`src/rtl/antares_fetch_unit.sv`:
```
`default_nettype none
// +----------------------------------------------------------------------------+
// | Module  : antares_fetch_unit                                               |
// | Brief   : Single-outstanding instruction fetch with a one-entry output     |
// |           buffer, delayed-branch and exception redirects.                  |
// | Revision: 1.0                                                              |
// +----------------------------------------------------------------------------+
module antares_fetch_unit #(
    parameter logic [31:0] RESET_VECTOR = 32'hBFC0_0000
) (
    input  logic        clk,
    input  logic        rst,
    input  logic        id_stall,
    input  logic        id_take_branch,
    input  logic [31:0] pc_branch_address,
    input  logic        exc_redirect,
    input  logic [31:0] exc_address,
    output logic        imem_request,
    output logic [31:0] imem_address,
    input  logic        imem_ready,
    input  logic [31:0] imem_data,
    output logic        if_valid,
    output logic [31:0] if_instruction,
    output logic [31:0] if_pc,
    output logic [31:0] if_pc_add4
);

    localparam logic [0:0]  c_IDLE    = 1'b0;
    localparam logic [0:0]  c_BUSY    = 1'b1;
    localparam logic [31:0] c_PC_STEP = 32'd4;

    logic [0:0]  r_state;
    logic [0:0]  w_state_next;
    logic [31:0] r_pc;
    logic [31:0] r_br_saved;
    logic [31:0] r_exc_saved;
    logic [31:0] w_next_pc;
    logic        r_drop;
    logic        r_br_pending;
    logic        r_exc_pending;
    logic        w_consume;
    logic        w_take;
    logic        w_issue;
    logic        w_response;
    logic        w_fill;

    assign w_consume  = if_valid & ~id_stall;
    assign w_take     = id_take_branch & ~id_stall;
    // A response racing an exception pulse, or one already marked stale, never reaches decode.
    assign w_fill     = w_response & ~r_drop & ~exc_redirect;
    assign if_pc_add4 = if_pc + c_PC_STEP;

    always_ff @(posedge clk) begin
        if (rst) begin
            r_state <= c_IDLE;
        end else begin
            r_state <= w_state_next;
        end
    end

    always_comb begin
        w_state_next = r_state;
        w_issue      = 1'b0;
        w_response   = 1'b0;
        case (r_state)
            c_IDLE: begin
                if (!if_valid || w_consume) begin
                    w_issue      = 1'b1;
                    w_state_next = c_BUSY;
                end
            end
            c_BUSY: begin
                if (imem_ready) begin
                    w_response   = 1'b1;
                    w_state_next = c_IDLE;
                end
            end
            default: w_state_next = c_IDLE;
        endcase
    end

    always_comb begin
        w_next_pc = r_pc + c_PC_STEP;
        if (exc_redirect) begin
            w_next_pc = exc_address;
        end else if (r_exc_pending) begin
            w_next_pc = r_exc_saved;
        end else if (w_take) begin
            w_next_pc = pc_branch_address;
        end else if (r_br_pending) begin
            w_next_pc = r_br_saved;
        end
    end

    always_ff @(posedge clk) begin
        if (rst) begin
            imem_request   <= 1'b0;
            imem_address   <= '0;
            if_valid       <= 1'b0;
            if_instruction <= '0;
            if_pc          <= '0;
            r_pc           <= RESET_VECTOR - c_PC_STEP;
            r_drop         <= 1'b0;
            r_br_pending   <= 1'b0;
            r_br_saved     <= '0;
            r_exc_pending  <= 1'b0;
            r_exc_saved    <= '0;
        end else begin
            if (w_issue) begin
                imem_request <= 1'b1;
                imem_address <= w_next_pc;
                r_pc         <= w_next_pc;
            end else if (w_response) begin
                imem_request <= 1'b0;
            end

            if (w_fill) begin
                if_instruction <= imem_data;
                if_pc          <= r_pc;
                if_valid       <= 1'b1;
            end else if (exc_redirect || w_consume) begin
                if_valid <= 1'b0;
            end

            // The request cannot be withdrawn, so an exception mid-flight marks its reply stale.
            if (w_response) begin
                r_drop <= 1'b0;
            end else if (exc_redirect && (r_state == c_BUSY)) begin
                r_drop <= 1'b1;
            end

            // The delay slot is already fetched or in flight, so a taken branch only defers the target.
            if (exc_redirect || w_issue) begin
                r_br_pending <= 1'b0;
            end else if (w_take) begin
                r_br_pending <= 1'b1;
                r_br_saved   <= pc_branch_address;
            end

            if (w_issue) begin
                r_exc_pending <= 1'b0;
            end else if (exc_redirect) begin
                r_exc_pending <= 1'b1;
                r_exc_saved   <= exc_address;
            end
        end
    end

endmodule
`default_nettype wire

```
`config.mk`:
```
export PLATFORM = sky130hd
export DESIGN_NAME = antares_fetch_unit
export DESIGN_NICKNAME = d
export VERILOG_FILES = /design/src/rtl/antares_fetch_unit.sv
export SDC_FILE = /design/constraint.sdc
export NUM_CORES = 1
export LEC_CHECK = 0
export BUFFER_PORTS_ARGS = -buffer_cell sky130_fd_sc_hd__buf_2
export CELL_PAD_IN_SITES_DETAIL_PLACEMENT = 2
export CELL_PAD_IN_SITES_GLOBAL_PLACEMENT = 2
export CORE_UTILIZATION = 30
export DETAILED_ROUTE_END_ITERATION = 8
export HOLD_SLACK_MARGIN = 0.12
export PLACE_DENSITY = 0.89
export SLEW_MARGIN = 15
export SYNTH_ARGS = -nofsm -noshare
export SYNTH_HDL_FRONTEND = slang
export SYNTH_SLANG_ARGS = --single-unit
```
`constraint.sdc`:
```
create_clock -name clk -period 3.1 [get_ports clk]
set_clock_uncertainty 0.1 [all_clocks]
set_input_delay 0.465 -clock clk [delete_from_list [all_inputs] [get_ports clk]]
set_output_delay 0.465 -clock clk [all_outputs]
set_load 0.01 [all_outputs]
```
# Word level (Yosys, flattened, before mapping)
# Cells that the tools add are included.
dict set report classes {
  addsub 2
  mux 14
  bitwise_logic 10
  reduce_logical 12
}
# operator count
set ops {}
lappend ops {{$mux W32} 4}
lappend ops {{$add A32 B3 Y32 const B} 2}
lappend ops {{$mux W1} 9}
lappend ops {{$not A1 Y1} 6}
lappend ops {{$reduce_or A2 Y1} 3}
lappend ops {{$and A1 B1 Y1} 4}
lappend ops {{$reduce_and A2 Y1} 2}
lappend ops {{$reduce_bool A2 Y1} 2}
lappend ops {{$logic_or A1 B1 Y1} 3}
lappend ops {{$pmux W1 S2} 1}
lappend ops {{$logic_and A1 B1 Y1} 1}
lappend ops {{$logic_not A1 Y1} 1}
dict set report word_totals {
  register_bits 198
  inputBits 102
  elab_cells 50
}

# Logic depth before layout (Yosys ltp)
# Gate-level depths: netlist (run 1).
dict set report depth {
  ltp_word 8
  mapped_depth 9
  mapped_depth_nobuf 7
}

# Least setup slack after synthesis (run 1)
# No wires, ideal clock.
dict set report synth_timing {
  path_type {reg-to-output}
  from {reg if_pc[4]}
  to {out if_pc_add4[31]}
  arrival_ps 1881
  t_required_ps 2535
  slack_ps 654
  path_stages_with_launch 8
  path_cell_list {dfxtp_1 > and2_4 > and4_4 > nand4_4 > or3_1 > buf_6 > nor4_4 > xor2_1}
}
dict set report synth_between {
  elab_chain_cells 1
}
# item line_no
set synth_rtl {}
lappend synth_rtl {{start, declared} 24} ;# output logic [31:0] if_pc,
lappend synth_rtl {{start signal, assigned} 119} ;# if_pc <= r_pc;
lappend synth_rtl {{$add A32 B3 Y32} 51} ;# assign if_pc_add4 = if_pc + c_PC_STEP;
lappend synth_rtl {{end, declared} 25} ;# output logic [31:0] if_pc_add4
# No other way between the ends.

# Worst setup path after layout (run 1)
dict set report layout_timing {
  from {reg if_pc[13]}
  to {out if_pc_add4[27]}
}
# The elaborated chain is that of the path after synthesis.

==> flow_metrics.env, run 1 <==
export IMPL_synth_edf_count=0
export IMPL_ys_types=63
export IMPL_synthTopCellsByArea="dfxtp_1 42%, nand2_1 13%, a21oi_1 9.9%"
export IMPL_wl_per_cell_um=22.2
export IMPL_critPathCaptureType="output pin"
export IMPL_slew_viol_final=0
export IMPL_clockBufferDepth=2
export IMPL_synthMuxAreaShare=0.00217
export IMPL_grt_pass1_vias=10598
export IMPL_core_area_um2=30000
export IMPL_synth_top_family_by_area="simple AND/OR/NAND/NOR gates"
export IMPL_grt_start_max_net_pins=72
export IMPL_leakage_nw=4.75
export IMPL_antennaDiodeCount=0
export IMPL_grt_usage=0.257
export IMPL_ir_worst_vdd_mv=0.387
export IMPL_place_gp_congestion=0.815
export IMPL_final_hold_viol_count=0
export IMPL_dp_hpwl_um=29000
export IMPL_pre_cts_slack_ns=0.386
export IMPL_crit_path_max_fanout=6
export IMPL_syn_nets=1331
export IMPL_wl_um=40700
export IMPL_post_route_util=0.386
export IMPL_synth_xor_area_frac=0.0513
export IMPL_status="complete, no violations"
export IMPL_drtAntennaViolNets=0
export IMPL_yosys_most_used_dff="dfxtp_1"
export IMPL_drtPass1Iterations=5
export IMPL_avgSynthCellArea_um2=7.52
export IMPL_port_buffers=231
export IMPL_grt_overflow=0
export IMPL_synth_compound_area_share=0.205
export IMPL_grt_pass1_wl_um=61800
export IMPL_synthSimpleGateAreaFrac=0.265
export IMPL_critical_path_arrival_ns=2.47
export IMPL_crit_type="reg2out"
export IMPL_antenna_found_initial=1
export IMPL_clk_pin_slew_ns=0.09
export IMPL_hold_buffers=0
export IMPL_required_ns=2.53
export IMPL_rows=63
export IMPL_slew_headroom=0.359
export IMPL_synth_seq_area_share=0.421
export IMPL_crit_path_max_incr_delay_ns=0.42
export IMPL_clk_latency_ns=0.46
export IMPL_post_synth_top_area_cell="dfxtp_1"
export IMPL_slowest_stage="or3_4"
export IMPL_htree_levels=4
export IMPL_drtIter0Drc=690
export IMPL_yosysWarnings=0
export IMPL_syn_to_final_growth_pct=25.2
export IMPL_synth_top_area_share=0.421
export IMPL_crit_chain="and4_1 -> and2_1 -> nand4_1 -> or3_4 -> buf_12 -> nor3_2 -> xor2_1 -> buf_2"
export IMPL_final_nets=1533
export IMPL_period_needed_ns=3.03
export IMPL_nFillCells=3507
export IMPL_vias=10068
export IMPL_drive_above_1_share=0.243
export IMPL_ioPinCount=232
export IMPL_fin_ws_ns=0.0664
export IMPL_clkSinkCount=194
export IMPL_worst_pin_slew_ns=0.937
export IMPL_dieArea_um2=31400
export IMPL_fin_crit_sh=0.979
export IMPL_cts_tree="done"
export IMPL_cts_buffers=17
export IMPL_start_kind="flip-flop"
export IMPL_syn_inst=1227
export IMPL_drc=0
export IMPL_layout_common_cells="321 x nand2_1, 230 x buf_2, 188 x dfxtp_1"
export IMPL_setup_tns_final_ns=0
export IMPL_min_path_type="in2reg"
export IMPL_mostFrequentLayoutCell="nand2_1"
export IMPL_start_util=0.308
export IMPL_synth_ff_latch_count=194
export IMPL_die_width_um=177
export IMPL_final_setup_viol_count=0
export IMPL_clock_root_buffer="clkbuf_16"
export IMPL_syn_cell_area_um2=9220
export IMPL_synth_fa_ha_area_frac=0.00271
export IMPL_synthArstFlopShare=0
export IMPL_powerDensity_nw_per_um2=546
export IMPL_fmax_mhz=330
export IMPL_die_y_um=177
export IMPL_vias_per_cell=5.50
export IMPL_cap_viol_max_count=0
-- through the flow --
stage / power [mW] / instances / hold slack, ns / area (um2)
CTS: 6.35 / 1822 / 0.125 / 11400
floorplan: 3.43 / 1227 / 0.331 / 9220
global placement: 3.87 / 1790 / 0.338 / 10800
detailed placement: 3.93 / 1790 / 0.349 / 10800
global route: 6.55 / 1832 / 0.137 / 11500
finish: 6.31 / 1832 / 0.138 / 11500
-- layer usage --
layer,share of wire,global-route usage,up-vias,wire [um]
met3,0.063,0.0465,75,2570
met1,0.43,0.329,5005,17600
met5,0.00032,0,-,13
li1,-,-,4621,-
met4,0.029,0.0994,2,1180
met2,0.48,0.429,365,19400
-- worst max-delay path: cells and delay by family (launching register included) --
family	cells	cell delay, ns
flops	1	0.38
simple gates	5	1.15
buf+inv	2	0.30
xor+xnor	1	0.18
-- synth_stat cells (5+ instances only) --
cell	instances
nand4_1	21
nand2_1	321
nand2b_1	8
a221o_1	6
nor2_1	65
a211oi_1	10
nor2b_1	6
a221oi_1	9
xnor2_1	31
o22ai_1	6
inv_1	13
or3_1	12
and2_1	5
buf_4	6
a21oi_1	183
nor3_1	29
a211o_1	6
o211ai_1	12
buf_2	17
o21ai_0	50
and4_1	6
xor2_1	23
buf_1	7
dfxtp_1	194
nand3_1	25
clkbuf_1	70
and3_1	12
-- flip-flops by register name (all words and copies together) (netlist names) --
name,flops
r_state,1
imem_address,32
if_pc,32
r_exc_saved,32
r_exc_pending,1
imem_request,1
if_instruction,32
r_drop,1
if_valid,1
r_br_saved,32
r_br_pending,1
r_pc,28
-- power by group --
part	total, mW	internal [mW]	switching, mW
clock network	2.39	1.18	1.21
logic	1.10	0.401	0.702
registers	2.81	2.64	0.175
total	6.31	4.22	2.09
-- kinds of logic after synthesis --
family | after synthesis
and+or+nand+nor | 537
AOI/OAI and AO/OA | 323
DFF | 194
buffers and inverters | 115
xor gates and xnor gates | 54
muxes | 2
adders and majority gates | 2
-- cell type report --
| cell class | instances | area (um2) | share of cell area |
|---|---|---|---|
| Tap cell | 390 | 488 | 0.0423 |
| Clock buffer | 17 | 425 | 0.0368 |
| Multi-Input combinational cell | 918 | 4900 | 0.424 |
| Timing Repair Buffer | 284 | 1570 | 0.136 |
| Clock inverter | 15 | 214 | 0.0185 |
| Sequential cell | 194 | 3900 | 0.338 |
| Inverter | 14 | 52.6 | 0.00455 |
-- repair_timing --
| action | CTS | global route |
|---|---|---|
| setup buffers | 0 | 10 |
| hold endpoints to repair | 0 | 0 |
| endpoints found under the setup margin | 7 | 10 |
| gates resized for setup | 3 | 8 |
| pin swaps | 0 | 3 |
| gates cloned | 0 | 0 |
-- path summary, 6_finish.rpt --
| path | startpoint | endpoint | slack (ns) | cells past startpoint |
|---|---|---|---|---|
| setup reg to reg | r_pc[4] | imem_address[9] | 0.45 | 7 |
| hold / removal | imem_data[27] | if_instruction[27] | 0.14 | 3 |
| setup / recovery | if_pc[13] | if_pc_add4[27] | 0.07 | 8 |
| hold reg to reg | r_br_saved[18] | r_br_saved[18] | 0.36 | 2 |
(Power assumes the default switching activity.)
==> inputs of run 2 (changes only) <==
--- a/config.mk
+++ b/config.mk
@@ -12,7 +12,6 @@
 export DETAILED_ROUTE_END_ITERATION = 8
 export HOLD_SLACK_MARGIN = 0.12
 export PLACE_DENSITY = 0.89
-export SLEW_MARGIN = 15
 export SYNTH_ARGS = -nofsm -noshare
 export SYNTH_HDL_FRONTEND = slang
 export SYNTH_SLANG_ARGS = --single-unit
==> constraint.sdc (replaced) <==
create_clock -name clk -period 3.1 [get_ports clk]
set_clock_uncertainty 0.1 [all_clocks]
set_input_delay 0.465 -clock clk [delete_from_list [all_inputs] [get_ports clk]]
set_output_delay 0.465 -clock clk [all_outputs]
set_load 0.005 [all_outputs]
==> flow_metrics.env, run 2 (same netlist as run 1, synthesis figures left out) <==
export IMPL_status="complete, no violations"
export IMPL_drc=0
export IMPL_hold_ws_ns=0.146
export IMPL_vias=9957
export IMPL_leakage_nw=4.69
export IMPL_post_route_util=0.382
export IMPL_clk_pin_slew_ns=0.08
export IMPL_mostFrequentLayoutCell="nand2_1"
export IMPL_layout_common_cells="321 x nand2_1, 230 x buf_2, 189 x dfxtp_1"
export IMPL_wl_per_cell_um=22.1
export IMPL_crit_path_max_fanout=7
export IMPL_period_needed_ns=2.97
export IMPL_min_path_type="in2reg"
export IMPL_fin_ws_ns=0.132
export IMPL_slew_headroom=0.440
export IMPL_required_ns=2.53
export IMPL_crit_chain="and2_4 -> and4_4 -> nand4_4 -> or3_4 -> nor3_4 -> xor2_1 -> buf_2"
export IMPL_gr_usage_met3=0.0458
export IMPL_die_y_um=177
export IMPL_port_buffers=231
export IMPL_grt_overflow=0
export IMPL_clk_latency_ns=0.45
export IMPL_wl_um=40300
export IMPL_final_setup_viol_count=0
export IMPL_drive_above_1_share=0.237
export IMPL_syn_to_final_growth_pct=23.9
export IMPL_fmax_mhz=337
export IMPL_nFillCells=3491
export IMPL_dieArea_um2=31400
export IMPL_use_met2=0.418
export IMPL_clock_root_buffer="clkbuf_16"
export IMPL_crit_type="reg2out"
export IMPL_setup_tns_final_ns=0
export IMPL_hold_buffers=0
export IMPL_worst_pin_slew_ns=0.819
export IMPL_groute_layer_met1_usage=0.328
export IMPL_clkSinkCount=194
export IMPL_dp_hpwl_um=28700
export IMPL_critPathCaptureType="output pin"
export IMPL_cts_tree="done"
export IMPL_grt_pass1_vias=10598
export IMPL_ioPinCount=232
export IMPL_powerDensity_nw_per_um2=548
export IMPL_clockBufferDepth=2
export IMPL_drtIter0Drc=567
export IMPL_fin_crit_sh=0.957
export IMPL_slowest_stage="or3_4"
export IMPL_antenna_found_initial=2
export IMPL_r2r_start="r_pc[8]"
export IMPL_pre_cts_slack_ns=0.390
export IMPL_die_width_um=177
export IMPL_final_nets=1523
export IMPL_ir_worst_vdd_mv=0.379
export IMPL_start_kind="flip-flop"
export IMPL_htree_levels=4
export IMPL_grt_start_max_net_pins=65
export IMPL_rows=63
export IMPL_critical_path_arrival_ns=2.40
export IMPL_grt_usage=0.254
export IMPL_drtAntennaViolNets=0
export IMPL_slew_viol_final=0
export IMPL_crit_path_max_incr_delay_ns=0.51
export IMPL_cap_viol_max_count=0
export IMPL_drtPass1Iterations=5
export IMPL_final_hold_viol_count=0
export IMPL_rsz0062_at_grt="yes"
export IMPL_busiest_layer="met2"
export IMPL_start_util=0.308
export IMPL_core_area_um2=30000
export IMPL_hp_start="imem_data[19]"
export IMPL_rrSetupSlack_ns=0.52
export IMPL_vias_per_cell=5.46
export IMPL_grt_pass1_wl_um=61300
export IMPL_cts_buffers=17
export IMPL_place_gp_congestion=0.836
export IMPL_critical_path_startpoint="if_pc[4]"
[run 2: area by class of cell]
cell class / instances / area [um2] / area share
multi-input combinational: 918 / 4900 / 0.428
sequential: 194 / 3890 / 0.341
timing repair buffer: 274 / 1480 / 0.130
tap: 390 / 488 / 0.0427
clock buffer: 18 / 429 / 0.0375
clock inverter: 14 / 186 / 0.0163
inverter: 14 / 52.6 / 0.00460
antenna: 1 / 2.50 / 0.000219
[run 2: path summary, 6_finish.rpt]
| check | to | cells after the start |
|---|---|---|
| worst min-delay path | if_instruction[19] | 3 |
| worst min register to register | if_instruction[31] | 2 |
| worst max register to register | r_pc[20] | 6 |
| worst max-delay path | if_pc_add4[27] | 7 |
[run 2: what timing repair did]
action                                  4_1_cts  5_1_grt
pin swaps                                     0        1
resized for setup                             1        7
endpoints found under the setup margin        6       10
setup buffers                                 0        0
[run 2: routing by layer]
metal / share of wire / vias up
met1: 0.44 / 4932
met4: 0.025 / 2
met3: 0.058 / 73
met2: 0.47 / 357
met5: 0.00032 / -
li1: - / 4593
[run 2: metrics by stage]
stage               cells  area (um2)  power [mW]
global route         1823       11400        6.51
global placement     1790       10800        3.83
CTS                  1822       11400        6.31
finish               1823       11400        6.27
floorplan            1227        9220        3.39
detailed placement   1790       10800        3.89
[run 2: power breakdown]
part | total (mW) | switching, mW | internal [mW]
registers | 2.81 | 0.172 | 2.64
clock network | 2.40 | 1.16 | 1.24
logic | 1.06 | 0.665 | 0.398
[run 2: critical path: cells and delay by family, from the launching register on]
kind / cells / cell delay, ns
DFF: 1 / 0.37
buffers and inverters: 1 / 0.15
xor gates and xnor gates: 1 / 0.21
and+or+nand+nor: 5 / 1.23
